<file path="src/rtl/seq_restoring_divider_pkg.sv">
// rtl/seq_restoring_divider_pkg.sv - shared state encoding and sizing helpers for the restoring divider
package seq_restoring_divider_pkg;

    // Default operand width and the matching iteration-counter width
    localparam int DIV_WIDTH = 8;
    localparam int DIV_CNT_W = $clog2(DIV_WIDTH);

    // Controller states
    typedef enum logic [1:0] {
        ST_IDLE = 2'd0,
        ST_RUN  = 2'd1,
        ST_DONE = 2'd2
    } div_state_t;

    // Counter width for an arbitrary operand width; never narrower than one bit
    function automatic int div_cnt_width(input int width);
        int w;
        w = $clog2(width);
        return (w < 1) ? 1 : w;
    endfunction

endpackage

</file>
<file path="src/rtl/seq_restoring_divider_sub.sv">
// rtl/seq_restoring_divider_sub.sv - combinational subtract-with-borrow used for the trial subtraction
module div_sub_stage #(
    parameter int WIDTH = 9
) (
    input  logic [WIDTH-1:0] minuend,
    input  logic [WIDTH-1:0] subtrahend,
    output logic [WIDTH-1:0] diff,
    output logic             borrow
);

    logic [WIDTH:0] sum;

    // Two's-complement subtract: a carry out of the top bit means no borrow
    always_comb begin
        sum    = {1'b0, minuend} + {1'b0, ~subtrahend} + {{WIDTH{1'b0}}, 1'b1};
        diff   = sum[WIDTH-1:0];
        borrow = ~sum[WIDTH];
    end

endmodule

</file>
<file path="src/rtl/seq_restoring_divider.sv">
// rtl/seq_restoring_divider.sv - multi-cycle unsigned restoring divider with start/busy/done handshake
module seq_restoring_divider
    import seq_restoring_divider_pkg::*;
#(
    parameter int WIDTH = 8
) (
    input  logic             clk,
    input  logic             rst,
    input  logic             start,
    input  logic [WIDTH-1:0] dividend,
    input  logic [WIDTH-1:0] divisor,
    output logic             busy,
    output logic             done,
    output logic [WIDTH-1:0] quotient,
    output logic [WIDTH-1:0] remainder,
    output logic             div_by_zero
);

    localparam int CW = div_cnt_width(WIDTH);

    div_state_t state;
    div_state_t state_next;

    logic [CW-1:0]    cnt;
    logic [WIDTH-1:0] p;
    logic [WIDTH-1:0] q;
    logic [WIDTH-1:0] d;

    logic [WIDTH:0]   p_sh;
    logic [WIDTH:0]   trial;
    logic             borrow;
    logic             restore;
    logic [WIDTH-1:0] p_next;
    logic [WIDTH-1:0] q_next;
    logic             accept;

    assign accept = (state == ST_IDLE) && start;

    // P holds only WIDTH bits: after each step it is below D (or, with D=0,
    // a prefix of the dividend), so the extra bit only exists in the shifted value
    assign p_sh = {p, q[WIDTH-1]};

    div_sub_stage #(
        .WIDTH(WIDTH + 1)
    ) u_sub (
        .minuend   (p_sh),
        .subtrahend({1'b0, d}),
        .diff      (trial),
        .borrow    (borrow)
    );

    // Trial went negative: borrow out of the adder or sign bit set; the two agree for any reachable P
    assign restore = borrow | trial[WIDTH];
    assign p_next  = restore ? p_sh[WIDTH-1:0] : trial[WIDTH-1:0];
    assign q_next  = {q[WIDTH-2:0], ~restore};

    // State register plus registered handshake outputs derived from the next state
    always_ff @(posedge clk or posedge rst) begin
        if (rst) begin
            state <= ST_IDLE;
            busy  <= 1'b0;
            done  <= 1'b0;
        end else begin
            state <= state_next;
            busy  <= (state_next != ST_IDLE);
            done  <= (state_next == ST_DONE);
        end
    end

    // Next-state logic: one pass through RUN per quotient bit, then a single DONE cycle
    always_comb begin
        state_next = state;
        case (state)
            ST_IDLE: if (start) state_next = ST_RUN;
            ST_RUN:  if (cnt == '0) state_next = ST_DONE;
            ST_DONE: state_next = ST_IDLE;
            default: state_next = ST_IDLE;
        endcase
    end

    // Datapath: operand capture, shift-subtract iterations, result registers
    always_ff @(posedge clk or posedge rst) begin
        if (rst) begin
            cnt         <= '0;
            p           <= '0;
            q           <= '0;
            d           <= '0;
            quotient    <= '0;
            remainder   <= '0;
            div_by_zero <= 1'b0;
        end else if (accept) begin
            cnt         <= CW'(WIDTH - 1);
            p           <= '0;
            q           <= dividend;
            d           <= divisor;
            div_by_zero <= (divisor == '0);
        end else if (state == ST_RUN) begin
            p <= p_next;
            q <= q_next;
            if (cnt == '0) begin
                quotient  <= q_next;
                remainder <= p_next;
            end else begin
                cnt <= cnt - CW'(1);
            end
        end
    end

endmodule

</file>
<file path="config.mk">
export PLATFORM = sky130hd
export DESIGN_NAME = seq_restoring_divider
export DESIGN_NICKNAME = d
export VERILOG_FILES = /design/src/rtl/seq_restoring_divider_pkg.sv /design/src/rtl/seq_restoring_divider_sub.sv /design/src/rtl/seq_restoring_divider.sv
export SDC_FILE = /design/constraint.sdc
export NUM_CORES = 1
export LEC_CHECK = 0
export CAP_MARGIN = 20
export CORE_UTILIZATION = 55
export CTS_BUF_LIST = sky130_fd_sc_hd__clkbuf_8
export CTS_CLUSTER_DIAMETER = 100
export DETAILED_ROUTE_END_ITERATION = 6
export PLACE_DENSITY = 0.81
export SYNTH_ARGS = -nofsm -noshare
export SYNTH_HDL_FRONTEND = slang
export SYNTH_SLANG_ARGS = --single-unit
</file>
<file path="constraint.sdc">
create_clock -name clk -period 4.5 [get_ports clk]
set_clock_uncertainty 0.15 [all_clocks]
set_input_delay 1.125 -clock clk [delete_from_list [all_inputs] [get_ports clk]]
set_output_delay 1.125 -clock clk [all_outputs]
set_load 0.01 [all_outputs]
</file>
### Yosys cells after proc, flatten, opt, wreduce, memory -nomap -nowiden

Cells that the tools add are included.

* register bits: 48
* input port bits: 19
* output and inout bits: 19

* add/sub/neg operators: 3
* eq/ne operators: 3
* mux-type cells: 11
* bitwise gates (word level): 5
* reduce and logical (&&, ||, !) cells: 8

Operators by type and width (number)
* 8-bit 2-to-1 mux: 5
* 10-bit by 1-bit adder with 10-bit output, second input constant: 1
* 9-bit by 9-bit adder with 10-bit output: 1
* 3-bit 2-to-1 mux: 3
* 8-bit NOT with 9-bit output: 1
* 8-bit logical NOT: 1
* 2-bit 2-to-1 mux: 2
* 2-bit case mux with 2 select lines: 1
* 2-bit nonzero test: 2
* 3-bit logical NOT: 1
* 1-bit NOT: 3
* 3-bit AND reduction: 1
* 3-bit by 1-bit subtractor with 3-bit output, second input constant: 1
* 2-bit by 1-bit equality test with 1-bit output, second input constant: 1
* 2-bit equality test, second input constant: 1
* 2-bit logical NOT: 1
* 2-bit != test, second input constant: 1
* 2-bit AND reduction: 1
* 1-bit logical AND: 1
* 1-bit OR: 1

### Logic depth before layout (Yosys ltp)

* depth after elaboration: 8
* mapped depth: 10

### Cells and area by module

Synthesis repeated with hierarchy kept, for this count alone.

* cell total of the unflattened synthesis: 252
* area total of the unflattened synthesis: 2504.9 um^2

By module, submodules not included
* seq_restoring_divider: times used 1, cells each 192, area an instance 2062.0 um^2, seq. area each 1201.2 um^2
* div_sub_stage: times used 1, cells each 60, area an instance 442.9 um^2, seq. area each 0.0 um^2

### Worst setup path after synthesis

Ideal clock, no wire load.

* path type: register -> register
* start point: register q[7]
* end point: register p[0]
* library setup time: 0.077 ns
* arrival time: 2.396 ns
* required time: 4.273 ns
* setup slack: 1.877 ns
* stages on the path, launching flop included: 11
* path through: dfrtp_1 inv_1 ha_1 inv_1 fa_1 a21oi_1 o21ai_2 nor3b_4 a211oi_4 mux2_4 o21ai_1

* word-level cells in the longest chain between the ends: 7

Ends and longest elaborated chain
* start, declared: RTL line seq_restoring_divider.sv:26 `logic [WIDTH-1:0] q;`
* start signal, assigned: RTL line seq_restoring_divider.sv:94 `q <= dividend;`
* start signal, assigned: RTL line seq_restoring_divider.sv:99 `q <= q_next;`
* 9-bit by 9-bit adder with 10-bit output: RTL line seq_restoring_divider_sub.sv:15 `sum = {1'b0, minuend} + {1'b0, ~subtrahend} + {{WIDTH{1'b0}}, 1'b1};`
* 10-bit by 1-bit adder with 10-bit output: RTL line seq_restoring_divider_sub.sv:15
* 1-bit NOT: RTL line seq_restoring_divider_sub.sv:17 `borrow = ~sum[WIDTH];`
* 1-bit OR: RTL line seq_restoring_divider.sv:53 `assign restore = borrow | trial[WIDTH];`
* 8-bit 2-to-1 mux (*): RTL line seq_restoring_divider.sv:54 `assign p_next = restore ? p_sh[WIDTH-1:0] : trial[WIDTH-1:0];`
* 8-bit 2-to-1 mux (*): RTL line seq_restoring_divider.sv:97 `end else if (state == ST_RUN) begin`
* 8-bit 2-to-1 mux (*): RTL line seq_restoring_divider.sv:91 `end else if (accept) begin`
* end signal, assigned: RTL line seq_restoring_divider.sv:98 `p <= p_next;`
* end, declared: RTL line seq_restoring_divider.sv:25 `logic [WIDTH-1:0] p;`

Mark *: on every way between the ends. The rest lies on a longest branch, timed or not. The select of a mux whose other input is x is not followed.
A chain may end at the register's enable or synchronous reset.

### Final worst setup path

* start point: register q[7]
* end point: register remainder[3]

* word-level cells in the longest chain between the ends: 5

Ends and longest elaborated chain
* 9-bit by 9-bit adder with 10-bit output (*): RTL line seq_restoring_divider_sub.sv:15
* 10-bit by 1-bit adder with 10-bit output (*): RTL line seq_restoring_divider_sub.sv:15
* 1-bit NOT: RTL line seq_restoring_divider_sub.sv:17
* 1-bit OR: RTL line seq_restoring_divider.sv:53
* 8-bit 2-to-1 mux (*): RTL line seq_restoring_divider.sv:54
* end signal, assigned: RTL line seq_restoring_divider.sv:102 `remainder <= p_next;`
* end, declared: RTL line seq_restoring_divider.sv:15 `output logic [WIDTH-1:0] remainder,`

Mark *: on every way between the ends. The rest lies on a longest branch, timed or not.

==> impl_metrics.py <==
metrics = {
    "finish": {
        "area_delta_synth_final_pct": 21.2,
        "diodes": 0,
        "fin_cells": 339,
        "fin_nets": 318,
        "utilization_pct": 71.2,
        "drive_gt1_share_pct": 5.88,
    },
    "power_and_ir_drop": {
        "p_per_area_nw_per_um2": 836,
        "p_switching_uw": 1030,
        "clkPwrFrac_pct": 12.2,
        "switching_share_pct": 42.1,
        "power_frac_comb_pct": 56.4,
        "peakVddDrop_mv": 0.469,
        "p_int_uw": 1420,
        "power.leakage_uw": 0.00134,
        "p_seq_share_pct": 31.4,
        "total_power_uw": 2450,
    },
    "logic_synthesis": {
        "synthTopCellsByArea": "dfrtp_1 (50%), nand2_1 (9.2%), ha_1 (5.2%)",
        "synth_edf_count": 0,
        "synth-async-reset-ratio_pct": 100,
        "yosys.area.top_type": "dfrtp_1",
        "syn_inst": 250,
        "seq_area_frac_synth_pct": 49.7,
        "yosysWarningCount": 0,
        "syn_area_per_cell_um2": 9.66,
        "syn_area_um2": 2420,
        "synth_top_area_share_pct": 49.7,
        "ys_ff_latch": 48,
        "synth_nets": 280,
        "yosysUniqueCellTypes": 44,
        "yosys_most_used_dff": "dfrtp_1",
    },
    "critical_path": {
        "path_depth": 10,
        "critPathSlowestCell": "a211oi_4",
        "cp_top_family": "compound AO/OA/AOI/OAI gates",
        "crit_arrival_ns": 3.02,
        "critPathLaunchType": "register",
        "crit_type": "reg2reg",
        "required_ns": 4.50,
        "cp-end-kind": "register",
        "cp.buffers_inverters": 2,
        "slowest_delay_ns": 0.62,
        "crit_chain": "inv_1 -> ha_1 -> inv_1 -> fa_1 -> a21oi_1 -> o21ai_2 -> nor3b_4 -> a211oi_4 -> mux2i_1 -> o21ai_1",
        "cp_max_fo": 9,
        "reg2reg_setup_slack_ns": 1.48,
        "r2r_start": "q[7]",
        "startpoint": "q[7]",
        "timing.rr.end": "remainder[3]",
        "worstRegToRegCells": 10,
        "crit_end": "remainder[3]",
        "crit_top_cell": "inv_1",
    },
    "global_routing": {
        "grt_overflow": 0,
        "grt_use_total_pct": 23.7,
        "grt_pass1_vias": 1735,
        "grt_pass1_wl_um": 8020,
        "grt_max_degree": 49,
        "antenna_found_initial": 0,
    },
    "worst_hold_path": {
        "hp-class": "reg2reg",
        "min_from": "quotient[5]",
        "whs_path_depth": 2,
    },
    "sta": {
        "tightestPinTransition_ns": 0.830,
        "period_needed_ns": 3.02,
        "final.period_utilization_pct": 67.0,
        "finalSetupViolCount": 0,
        "grt_setup_unrepaired": "false",
        "setup_tns_ns": 0,
        "fmax_mhz": 332,
        "finalHoldViolations": 0,
        "slew_headroom_pct": 44.5,
        "finalMaxSlewViolations": 0,
    },
    "placement": {
        "placedCellCount": 330,
        "portBuffers": 37,
        "place_congestion": 0.872,
        "dpl.hpwl_um": 3440,
    },
    "cts": {
        "cts_buffers": 5,
        "holdBufCountCts": 0,
        "cts.path.max_buffers": 2,
        "cts-root-buf": "clkbuf_8",
        "clk_pin_slew_ns": 0.09,
        "clock_sinks": 48,
        "insertion_delay_ns": 0.30,
        "cts_resized": 0,
        "cts_setup_buffers": 0,
        "cts.htree.levels": 2,
        "tritoncts": "yes",
    },
    "floorplanning": {
        "fp.coreArea_um2": 4120,
        "die_x_um": 68.3,
        "num_io_pins": 38,
        "die_h_um": 68.3,
        "start_util_pct": 58.7,
        "rows": 23,
        "dieArea_um2": 4660,
    },
    "flow_run": {
        "cap_violations": 0,
    },
    "drt": {
        "first_iter_violations": 168,
        "drcViolationCount": 0,
        "first_pass_iters": 4,
        "wl_um": 4770,
        "wire_per_inst_um": 14.1,
        "ant_nets": 0,
        "route.vias.total": 1853,
        "vias_per_cell": 5.47,
    },
    "status": {
        "status": "completed",
    },
}
[cell type report]
class / count / area, um2
Timing Repair Buffer: 38 / 390
Sequential cell: 48 / 1200
Clock inverter: 3 / 38.8
Fill cell: 329 / 1190
Inverter: 17 / 63.8
Clock buffer: 5 / 68.8
Multi-Input combinational cell: 178 / 1100
Tap cell: 50 / 62.6
[placed cells by master, fill, tap and decap left out, drive strengths merged, types with 3 or more instances in the layout]
master / Yosys / routed
a21oi: 13 / 13
a22oi: 7 / 7
clkbuf: 3 / 5
clkdlybuf4s50: 0 / 37
dfrtp: 48 / 48
ha: 10 / 10
inv: 16 / 17
mux2i: 6 / 6
nand2: 59 / 59
nand3: 5 / 5
nor2: 4 / 4
nor2b: 8 / 8
o21ai: 31 / 31
or3: 3 / 3
xnor2: 5 / 5
[synth_stat cells, drive strengths merged, types with 4 or more instances]
master	count
a21oi	13
a22oi	7
dfrtp	48
ha	10
inv	16
mux2i	6
nand2	59
nand3	5
nor2	4
nor2b	8
o21ai	31
xnor2	5
[flip-flops by register name (all words and copies together), names as in the netlist]
register,count
busy,1
quotient,8
p,8
div_by_zero,1
q,8
done,1
d,8
cnt,3
remainder,8
state,2
[worst min-delay path: stages (launching register included)]
cell	delay [ns]
dfrtp_1	0.35
nand2_1	0.05
nand2_1	0.05
[how the worst min path moves through the flow]
stage                     slack, ns          end
after floorplan                0.30         d[0]
after global placement         0.31  quotient[3]
after detailed placement       0.31  quotient[5]
after CTS                      0.33  quotient[5]
after global routing           0.36  quotient[6]
final                          0.33  quotient[5]
[metal layers]
metal	up-vias	wire length [um]	global-route usage [%]
li1	927	-	-
met1	879	2390	33.5
met2	42	2160	36.2
met3	5	181	5.00
met4	0	41	7.55
met5	-	0	0
[power groups by stage]
stage	logic (uW)	clock network [uW]	registers, uW
finish	1380	299	769
floorplan	1010	0	767
CTS	1380	303	766
detailed placement	1370	0	775
global placement	1340	0	768
global route	1540	325	797
[kinds of logic (layout without fill, tap and decap cells)]
group / after synthesis / after routing / share of synthesized area, %
buffers and inverters: 24 / 63 / 4.61
adder cells (fa/ha/maj): 11 / 11 / 6.01
flip-flops: 48 / 48 / 49.7
AND/OR/NAND/NOR: 89 / 89 / 16.9
AO/OA/AOI/OAI: 64 / 64 / 17.1
XOR/XNOR: 7 / 7 / 2.54
multiplexers: 7 / 7 / 3.11
[metrics by stage]
step           cell area (um2)  hold WS, ns  worst slack (ns)
2_1_floorplan             2420        0.300              1.88
3_3_place_gp              2800        0.308              1.40
3_5_place_dp              2800        0.312              1.31
4_1_cts                   2910        0.333              1.47
5_1_grt                   2930        0.364              1.32
6_report                  2930        0.328              1.48
No activity file was read; power rests on OpenSTA's default activity.
